[config.mk]
export PLATFORM = sky130hd
export DESIGN_NAME = if_id_queue
export DESIGN_NICKNAME = d
export VERILOG_FILES = /design/src/rtl/if_id_queue.sv
export SDC_FILE = /design/constraint.sdc
export NUM_CORES = 1
export LEC_CHECK = 0
export BUFFER_PORTS_ARGS = -buffer_cell sky130_fd_sc_hd__buf_2
export CAP_MARGIN = 20
export CORE_MARGIN = 4
export CORE_UTILIZATION = 50
export DETAILED_ROUTE_END_ITERATION = 7
export PLACE_DENSITY = 0.8
export SLEW_MARGIN = 20
export SYNTH_ARGS = -nofsm -noshare
export SYNTH_HDL_FRONTEND = slang
export SYNTH_SLANG_ARGS = --single-unit
[constraint.sdc]
create_clock -name clk -period 3.4 [get_ports clk]
set_input_delay 0.68 -clock clk [delete_from_list [all_inputs] [get_ports clk]]
set_output_delay 0.68 -clock clk [all_outputs]
set_load 0.03 [all_outputs]
[src/rtl/if_id_queue.sv]
// if_id_queue: fetch-to-decode instruction queue with NOP bubbles and flush
// Ports: clk, resetn (async active-low); flush drops queued and incoming words;
//   in_valid/in_ready/in_ins/in_pc/in_adel from fetch; out_valid/out_ready/
//   out_ins/out_pc/out_adel to decode; count = occupied entries (0..DEPTH).
module if_id_queue #(
    parameter  int DEPTH = 4,
    localparam int PTR_W = $clog2(DEPTH)
) (
    input  logic             clk,
    input  logic             resetn,
    input  logic             flush,
    input  logic             in_valid,
    output logic             in_ready,
    input  logic [31:0]      in_ins,
    input  logic [31:0]      in_pc,
    input  logic             in_adel,
    output logic             out_valid,
    input  logic             out_ready,
    output logic [31:0]      out_ins,
    output logic [31:0]      out_pc,
    output logic             out_adel,
    output logic [PTR_W:0]   count
);
    logic [31:0]      ins_q [DEPTH];
    logic [31:0]      pc_q  [DEPTH];
    logic             adel_q[DEPTH];
    logic [PTR_W-1:0] wr_ptr, rd_ptr;
    logic             push, pop;
    always_comb begin
        in_ready  = (count != (PTR_W+1)'(DEPTH)) && !flush;
        out_valid = count != '0;
        push      = in_valid && in_ready;
        pop       = out_valid && out_ready;
        // a faulting fetch decodes as a NOP; the PC still goes out for EPC
        out_adel  = out_valid ? adel_q[rd_ptr] : 1'b0;
        out_ins   = (out_valid && !adel_q[rd_ptr]) ? ins_q[rd_ptr] : 32'h0;
        out_pc    = out_valid ? pc_q[rd_ptr] : 32'h0;
    end
    always_ff @(posedge clk or negedge resetn)
        if (!resetn) begin
            wr_ptr <= '0;
            rd_ptr <= '0;
            count  <= '0;
        end else if (flush) begin
            wr_ptr <= '0;
            rd_ptr <= '0;
            count  <= '0;
        end else begin
            wr_ptr <= push ? wr_ptr + 1'b1 : wr_ptr;
            rd_ptr <= pop ? rd_ptr + 1'b1 : rd_ptr;
            count  <= count + (PTR_W+1)'(push) - (PTR_W+1)'(pop);
        end
    always_ff @(posedge clk)
        if (push) begin
            ins_q[wr_ptr]  <= in_ins;
            pc_q[wr_ptr]   <= in_pc;
            adel_q[wr_ptr] <= in_adel;
        end
endmodule

## After elaboration in Yosys (flattened, before gate mapping)

Memory sizes are Yosys's and may differ from the RTL's.
Cells that the tools add are included.

- $add $sub $neg: 4
- Eq/ne operators: 1
- Mux-type cells: 10
- Reduce and logical (&&, ||, !) cells: 9

Operators with widths:

| operator | count |
|---|---|
| $mux 32 | 2 |
| $mux 2 | 4 |
| $add 2x1->2 const B | 2 |
| $logic_and 1x1->1 | 4 |
| $reduce_bool 2->1 | 2 |
| $add 3x1->3 | 1 |
| $mux 1 | 3 |
| $mux 3 | 1 |
| $ne 3x3->1 const B | 1 |
| $reduce_bool 3->1 | 1 |
| $sub 3x1->3 | 1 |
| $logic_not 1->1 | 2 |

- Register bits: 7
- Bits in writable memories: 260
- Output and inout port bits: 70
- Word-level logic and storage cells: 30
- Memories: 3

Memories:

| name | depth | width | read ports | clocked after Yosys merged registers in | wr ports | line | source |
|---|---|---|---|---|---|---|---|
| ins_q | 4 | 32 | 1 | 0 | 1 | 24 | `logic [31:0] ins_q [DEPTH];` |
| pc_q | 4 | 32 | 1 | 0 | 1 | 25 | `logic [31:0] pc_q [DEPTH];` |
| adel_q | 4 | 1 | 1 | 0 | 1 | 26 | `logic adel_q[DEPTH];` |

## Longest topological paths before layout

Gate-level depths: netlist (run 1).

- Word-level depth: 6
- Gate-level depth with buffers: 12
- Depth with buffers taken out: 11

## Least setup slack after synthesis (run 1)

Ideal clock, no wire load.

- Path kind: input -> register
- From: input port flush
- To: memory adel_q[1], enable pin
- Arrival time: 2.808 ns
- Data required time: 2.970 ns
- Setup slack: 0.162 ns
- Stages on the path: 4
- Buffers on the path: 1
- Cell sequence: clkbuf_1 -> nand2b_1 -> a21oi_2 -> and2_1

- Cells in the longest elaborated chain, start to end: 5

RTL lines:

| element | line | source |
|---|---|---|
| start: declaration | 11 | `input logic flush,` |
| $logic_not 1->1 | 30 | `in_ready = (count != (PTR_W+1)'(DEPTH)) && !flush;` |
| $logic_and 1x1->1 | 30 |  |
| $logic_and 1x1->1 | 32 | `push = in_valid && in_ready;` |
| $mux 1 | 54 | `if (push) begin` |
| $mux 1 (not written as such) | 57 | `adel_q[wr_ptr] <= in_adel;` |
| end: declaration | 26 |  |

No other way between the ends.

## Final worst setup path (run 1)

- From: register rd_ptr[1]
- To: output port out_ins[31]

- Cells in the longest elaborated chain, start to end: 4
- Elaborated cells between the ends (all ways): 5

RTL lines:

| element | line | source |
|---|---|---|
| start: declaration | 27 | `logic [PTR_W-1:0] wr_ptr, rd_ptr;` |
| start signal: assignment | 50 | `rd_ptr <= pop ? rd_ptr + 1'b1 : rd_ptr;` |
| $mem_v2 4x1 | n/a |  |
| $logic_not 1->1 | 36 | `out_ins = (out_valid && !adel_q[rd_ptr]) ? ins_q[rd_ptr] : 32'h0;` |
| $logic_and 1x1->1 | 36 |  |
| $mux 32 (*) | 36 |  |
| end: declaration | 19 | `output logic [31:0] out_ins,` |

Every way passes the cells marked *; elsewhere a longest branch is shown, timed or not.

==> out/qor.yml, run 1 <==
finish:
  register_area_um2: 7990
  finish.utilization_pct: 59.7
  antenna-diode-count: 0
  area_growth_syn_to_layout_pct: 17.0
  nNetsFinal: 767
  area_of_combinational_cells_with_multiple_inputs_um2: 2560
  share_of_layout_cells_above_drive_strength_1_pct: 40.9
  fillers: 1577
yosys:
  synth_sequential_area_ratio_pct: 74.1
  post_synthesis_compound_gate_area_fraction_pct: 5.26
  synth_enable_flop_cells: 260
  synthXorXnorAreaFrac_pct: 0.0813
  synth-simple-area-share_pct: 4.16
  synthCells: 538
  syn_nets: 615
  async_flop_share_pct: 2.62
  post_synth_instance_area_um2: 10800
  syn_avg_cell_area_um2: 20.0
  synth-adder-area-share_pct: 0.883
  ys.warnings.count: 0
  synth_cell_types: 30
  mux_contribution_to_synthesized_area_pct: 13.3
  synthFlopType: "edfxtp_1"
  synth.ff_latch_count: 267
  synth_top_family_by_area: "multiplexers"
sta:
  finalCritPeriodShare_pct: 94.1
  drv_slew: 0
  number_of_endpoints_failing_setup_at_the_final_stage: 0
  hold_viol_final: 0
  final_period_minus_worst_setup_slack_ns: 3.20
  clock_skew_ns: 0.0116
  setup_repair_after_global_routing_missed_its_margin: "no"
  max_freq_mhz: 313
  worst-slew-pin-transition_ns: 0.610
  slew-limit-headroom_pct: 59.3
  setup_tns_ns: 0
pwr:
  p_leak_nw: 4.24
  peakVddDrop_v: 0.000551
  design_power_total_w: 0.00951
  power-per-cell-area_nw_per_um2: 755
worst_setup_path:
  worstPathRequired_ns: 2.72
  cp_max_fo: 32
  cp_data_arrival_time_ns: 2.52
  crit_type: "register to output pin"
  timing.critical_path.from_type: "register"
  end_kind: "output pin"
clock_tree:
  numCtsBuffers: 27
  cts-htree-levels: 1
  clk_path_buf_depth: 3
  cts.sinks: 267
  clkLatencyLatePin_ns: 0.52
  clkSlewWorstSetupHoldPaths_ns: 0.06
  cts_tree: "built"
  cts_root_buf: "clkbuf_16"
global_route:
  antenna_violations_before_repair: 3
  grt_max_degree: 80
  wire_length_of_the_first_global_routing_pass_mm: 32.2
  globalRouteTotalUtil_pct: 17.2
  gr-total-overflow: 0
  first_global_vias: 5747
floorplanning:
  io_pins: 140
  die_h_um: 155
  core_area_um2: 21100
  die_area_um2: 23900
  row_count: 53
  initial_core_utilization_pct: 51.1
  die-width_um: 155
place:
  io_buffer_count: 139
  dp.final_hpwl_mm: 12.6
  gpl.final_weighted_congestion: 0.763
drt:
  post_drt_wl_per_cell_um: 21.4
  via_per_inst: 5.53
  dr.pass1.iters: 5
  postRouteAntennaNets: 0
  vias: 5444
  routed_wl_mm: 21.0
  remaining_drc_errors: 0
  initialDrtViolationCount: 320
outcome:
  status: "completed"
run:
  cap_viol_max_count: 0
min_path:
  min-delay-path-class: "primary input to register"
## worst paths after layout
kind,startpoint,endpoint,slack [ns],cells after the start
worst max-delay path,rd_ptr[1]$_DFFE_PN0P_,out_ins[31],0.20,4
worst min-delay path,in_ins[15],ins_q[0][15]$_DFFE_PP_,0.38,1
worst max register to register,count[1]$_DFF_PN0_,count[2]$_DFF_PN0_,0.63,11
worst min register to register,wr_ptr[0]$_DFFE_PN0P_,wr_ptr[0]$_DFFE_PN0P_,0.56,1
max in group asynchronous,resetn,rd_ptr[0]$_DFFE_PN0P_,2.64,2
min in group asynchronous,resetn,rd_ptr[1]$_DFFE_PN0P_,0.58,2
## cell families after synthesis
kind of cell | count (synthesis)
AOI/OAI and AO/OA | 40
xor gates and xnor gates | 1
adders and majority gates | 7
buffers and inverters | 38
DFF | 267
muxes | 99
and+or+nand+nor | 86
## power breakdown
group          leakage, nW  internal (W)  switching [W]
Combinational         1.40       0.00101        0.00177
Sequential            2.45       0.00388       0.000176
Clock                0.389       0.00153        0.00114
## registers in the layout, summed over array words and instances, names as in the netlist
| signal | cells |
|---|---|
| pc_q | 128 |
| adel_q | 4 |
| count | 3 |
| rd_ptr | 2 |
| ins_q | 128 |
| wr_ptr | 2 |
## layout make-up
class / instances / area share, %
inverters: 6 / 0.179
repair buffers: 155 / 7.02
clock inverters: 13 / 0.685
clock buffers: 35 / 5.60
well taps: 275 / 2.73
multi-input cells: 233 / 20.4
flip-flops and latches: 267 / 63.4
## layout by cell type (no fill, tap or decap), types with 8 or more instances in the layout
| cell type | count |
|---|---|
| clkbuf_1 | 8 |
| clkbuf_16 | 27 |
| edfxtp_1 | 260 |
| o32ai_2 | 30 |
| and2_1 | 34 |
| nand2_1 | 33 |
| mux2_2 | 30 |
| buf_2 | 139 |
| mux2i_1 | 34 |
| buf_4 | 9 |
| mux4_2 | 32 |
## layer usage
layer,global-route usage (%),wire length (µm),up-vias
met2,29.6,10500,180
li1,-,-,2459
met3,4.76,1750,33
met5,0,34,-
met4,3.49,280,6
met1,22.3,8460,2766
## what timing repair did
action / 4_1_cts / 5_1_grt
gates resized for setup: 0 / 1
endpoints found under the hold margin: 7 / 0
setup buffers: 0 / 1
hold buffers: 1 / 0
setup endpoints to repair: 0 / 15
## worst max-delay path, stage by stage (launching register included)
cell and delay, ns:
dfrtp_4 0.66, nor2b_1 0.13, a211o_4 0.51, o32ai_1 0.41
buf_2 0.26
## per-stage QoR
step | instance area (µm²) | std cells | setup WS, ns | hold WS (ns)
detailed placement | 11800 | 934 | 0.480 | 0.525
global placement | 11800 | 934 | 0.624 | 0.518
finish | 12600 | 984 | 0.202 | 0.375
floorplan | 10800 | 538 | 0.162 | 0.384
CTS | 12600 | 983 | 0.0715 | 0.349
global route | 12600 | 984 | 0.0401 | 0.355
## synth_stat cells, drive strengths merged (2+ instances only)
master	n	area, µm²
nor2b	2	12.5
a21oi	3	18.8
nor3	2	21.3
dfrtp	7	175
nor2	5	18.8
o21ai	2	10.0
o32ai	32	505
mux4	32	721
and2	38	238
edfxtp	260	7810
nand2b	3	18.8
buf	28	195
mux2	33	372
ha	6	75.1
clkbuf	4	15.0
nand2	34	128
a211oi	2	15.0
inv	6	22.5
mux2i	34	340
(Power assumes the default switching activity.)
==> run 2, diff against run 1 <==
==> constraint.sdc (replaced) <==
create_clock -name clk -period 3.4 [get_ports clk]
set_input_delay 1.02 -clock clk [delete_from_list [all_inputs] [get_ports clk]]
set_output_delay 1.02 -clock clk [all_outputs]
set_load 0.03 [all_outputs]
==> out/qor.yml, run 2 (synthesis results as in run 1) <==
global_route:
  antenna_violations_before_repair: 2  # was 3
  first_global_vias: 5820  # was 5747
  globalRouteTotalUtil_pct: 17.9  # was 17.2%
  grt_max_degree: 61  # was 80
  gr-total-overflow: 0  # unchanged
  wire_length_of_the_first_global_routing_pass_mm: 33.2  # was 32.2 mm
drt:
  initialDrtViolationCount: 303  # was 320
  via_per_inst: 5.60  # was 5.53
  postRouteAntennaNets: 0  # unchanged
  post_drt_wl_per_cell_um: 22.1  # was 21.4 µm
  remaining_drc_errors: 0  # unchanged
  vias: 5537  # was 5444
  routed_wl_mm: 21.8  # was 21.0 mm
  dr.pass1.iters: 4  # was 5
sta:
  number_of_endpoints_failing_setup_at_the_final_stage: 0  # unchanged
  drv_slew: 0  # unchanged
  slew-limit-headroom_pct: 70.8  # was 59.3%
  hold_viol_final: 0  # unchanged
  clock_skew_ns: 0.0100  # was 0.0116 ns
  max_freq_mhz: 303  # was 313 MHz
  worst-slew-pin-transition_ns: 0.438  # was 0.610 ns
  final_period_minus_worst_setup_slack_ns: 3.30  # was 3.20 ns
  finalCritPeriodShare_pct: 96.9  # was 94.1%
  finalHoldWorstSlack_ns: 0.339  # was 0.375 ns
worst_setup_path:
  timing.critical_path.from_type: "register"  # unchanged
  reg2reg_slack_ns: 0.36  # was 0.63 ns
  worstPathRequired_ns: 2.38  # was 2.72 ns
  cp_data_arrival_time_ns: 2.28  # was 2.52 ns
  crit_type: "register to output pin"  # unchanged
  end_kind: "output pin"  # unchanged
  cp_max_fo: 12  # was 32
pwr:
  p_leak_nw: 4.32  # was 4.24 nW
  peakVddDrop_v: 0.000454  # was 0.000551 V
  power-per-cell-area_nw_per_um2: 761  # was 755 nW/µm²
clock_tree:
  clkLatencyLatePin_ns: 0.52  # about the same
  cts-htree-levels: 1  # unchanged
  numCtsBuffers: 27  # unchanged
  clk_path_buf_depth: 3  # unchanged
  cts.sinks: 267  # unchanged
  cts_tree: "built"  # unchanged
  clkSlewWorstSetupHoldPaths_ns: 0.06  # about the same
  cts_root_buf: "clkbuf_16"  # unchanged
place:
  dp.final_hpwl_mm: 12.7  # was 12.6 mm
  io_buffer_count: 139  # unchanged
  dpl_cell_area_um2: 11900  # was 11800 µm²
  gpl.final_weighted_congestion: 0.778  # was 0.763
min_path:
  min-delay-path-class: "primary input to asynchronous set/reset pin"  # was primary input to register
finish:
  antenna-diode-count: 0  # unchanged
  nNetsFinal: 772  # was 767
  area_growth_syn_to_layout_pct: 19.0  # was 17.0%
  layout_commonest_cell: "edfxtp_1"  # unchanged
  layout.cells.most_common_list: "260 x edfxtp_1, 139 x buf_2, 34 x and2_1, 34 x mux2i_1, 33 x nand2_1"  # unchanged
  finalInstanceArea_um2: 12800  # was 12600 µm²
  share_of_layout_cells_above_drive_strength_1_pct: 42.0  # was 40.9%
  top_flop_regs: "ins_q (128), pc_q (128), adel_q (4)"  # unchanged
  finish.utilization_pct: 60.8  # was 59.7%
floorplanning:
  initial_core_utilization_pct: 51.1  # unchanged
  die_area_um2: 23900  # unchanged
  die-width_um: 155  # unchanged
  row_count: 53  # unchanged
  io_pins: 140  # unchanged
  die_h_um: 155  # unchanged
  core_area_um2: 21100  # unchanged
outcome:
  status: "completed"  # unchanged
run:
  cap_viol_max_count: 0  # unchanged
[run 2: final timing paths]
kind	cells past startpoint	startpoint	to
min in group clk	1	wr_ptr[0]$_DFFE_PN0P_	wr_ptr[0]$_DFFE_PN0P_
worst min-delay path	1	resetn	count[2]$_DFF_PN0_
worst max register to register	12	count[0]$_DFF_PN0_	count[2]$_DFF_PN0_
worst max-delay path	6	count[0]$_DFF_PN0_	out_ins[22]
max in group asynchronous	1	resetn	rd_ptr[0]$_DFFE_PN0P_
worst min register to register	1	wr_ptr[0]$_DFFE_PN0P_	wr_ptr[0]$_DFFE_PN0P_
[run 2: repair_timing]
item | 4_1_cts | 5_1_grt
gates resized for setup | 2 | 4
pin swaps | 1 | 1
buffers inserted | 2 | 1
setup endpoints to repair | 63 | 35
hold buffers | 0 | 0
cloned | 1 | 1
[run 2: critical path, cell delays in order (launching register included)]
cell and delay, ns:
dfrtp_1 0.47, nor3_4 0.39, inv_1 0.15, nand2_4 0.22
clkbuf_16 0.24, o32ai_2 0.09, buf_2 0.19
[run 2: through the flow]
stage	std cells	worst slack, ns	total power, W	setup TNS (ns)
after floorplan	538	0.381	0.00618	0
after global placement	936	0.411	0.00689	0
after detailed placement	936	0.350	0.00697	0
after CTS	987	0.00527	0.00981	0
after global routing	989	-0.0338	0.0102	-0.279
final	989	0.105	0.00976	0
[run 2: per-layer routing]
metal	GRT usage (%)	vias up	wire, µm
li1	-	2475	-
met1	23.5	2828	8860
met2	30.6	195	10900
met3	4.17	35	1620
met4	3.99	4	399
met5	0	-	27
[run 2: final cells by class]
class | instances | area (µm²)
clock buffer | 36 | 709
clock inverter | 12 | 108
fill | 1494 | 8270
inverter | 6 | 22.5
multi-input combinational | 234 | 2600
sequential | 267 | 7990
tap | 275 | 344
timing repair buffer | 159 | 1040
[run 2: power breakdown]
part,total (W),switching (W),internal [W]
clock,0.00273,0.00112,0.00161
combinational,0.00304,0.00192,0.00112
sequential,0.00399,0.000105,0.00388
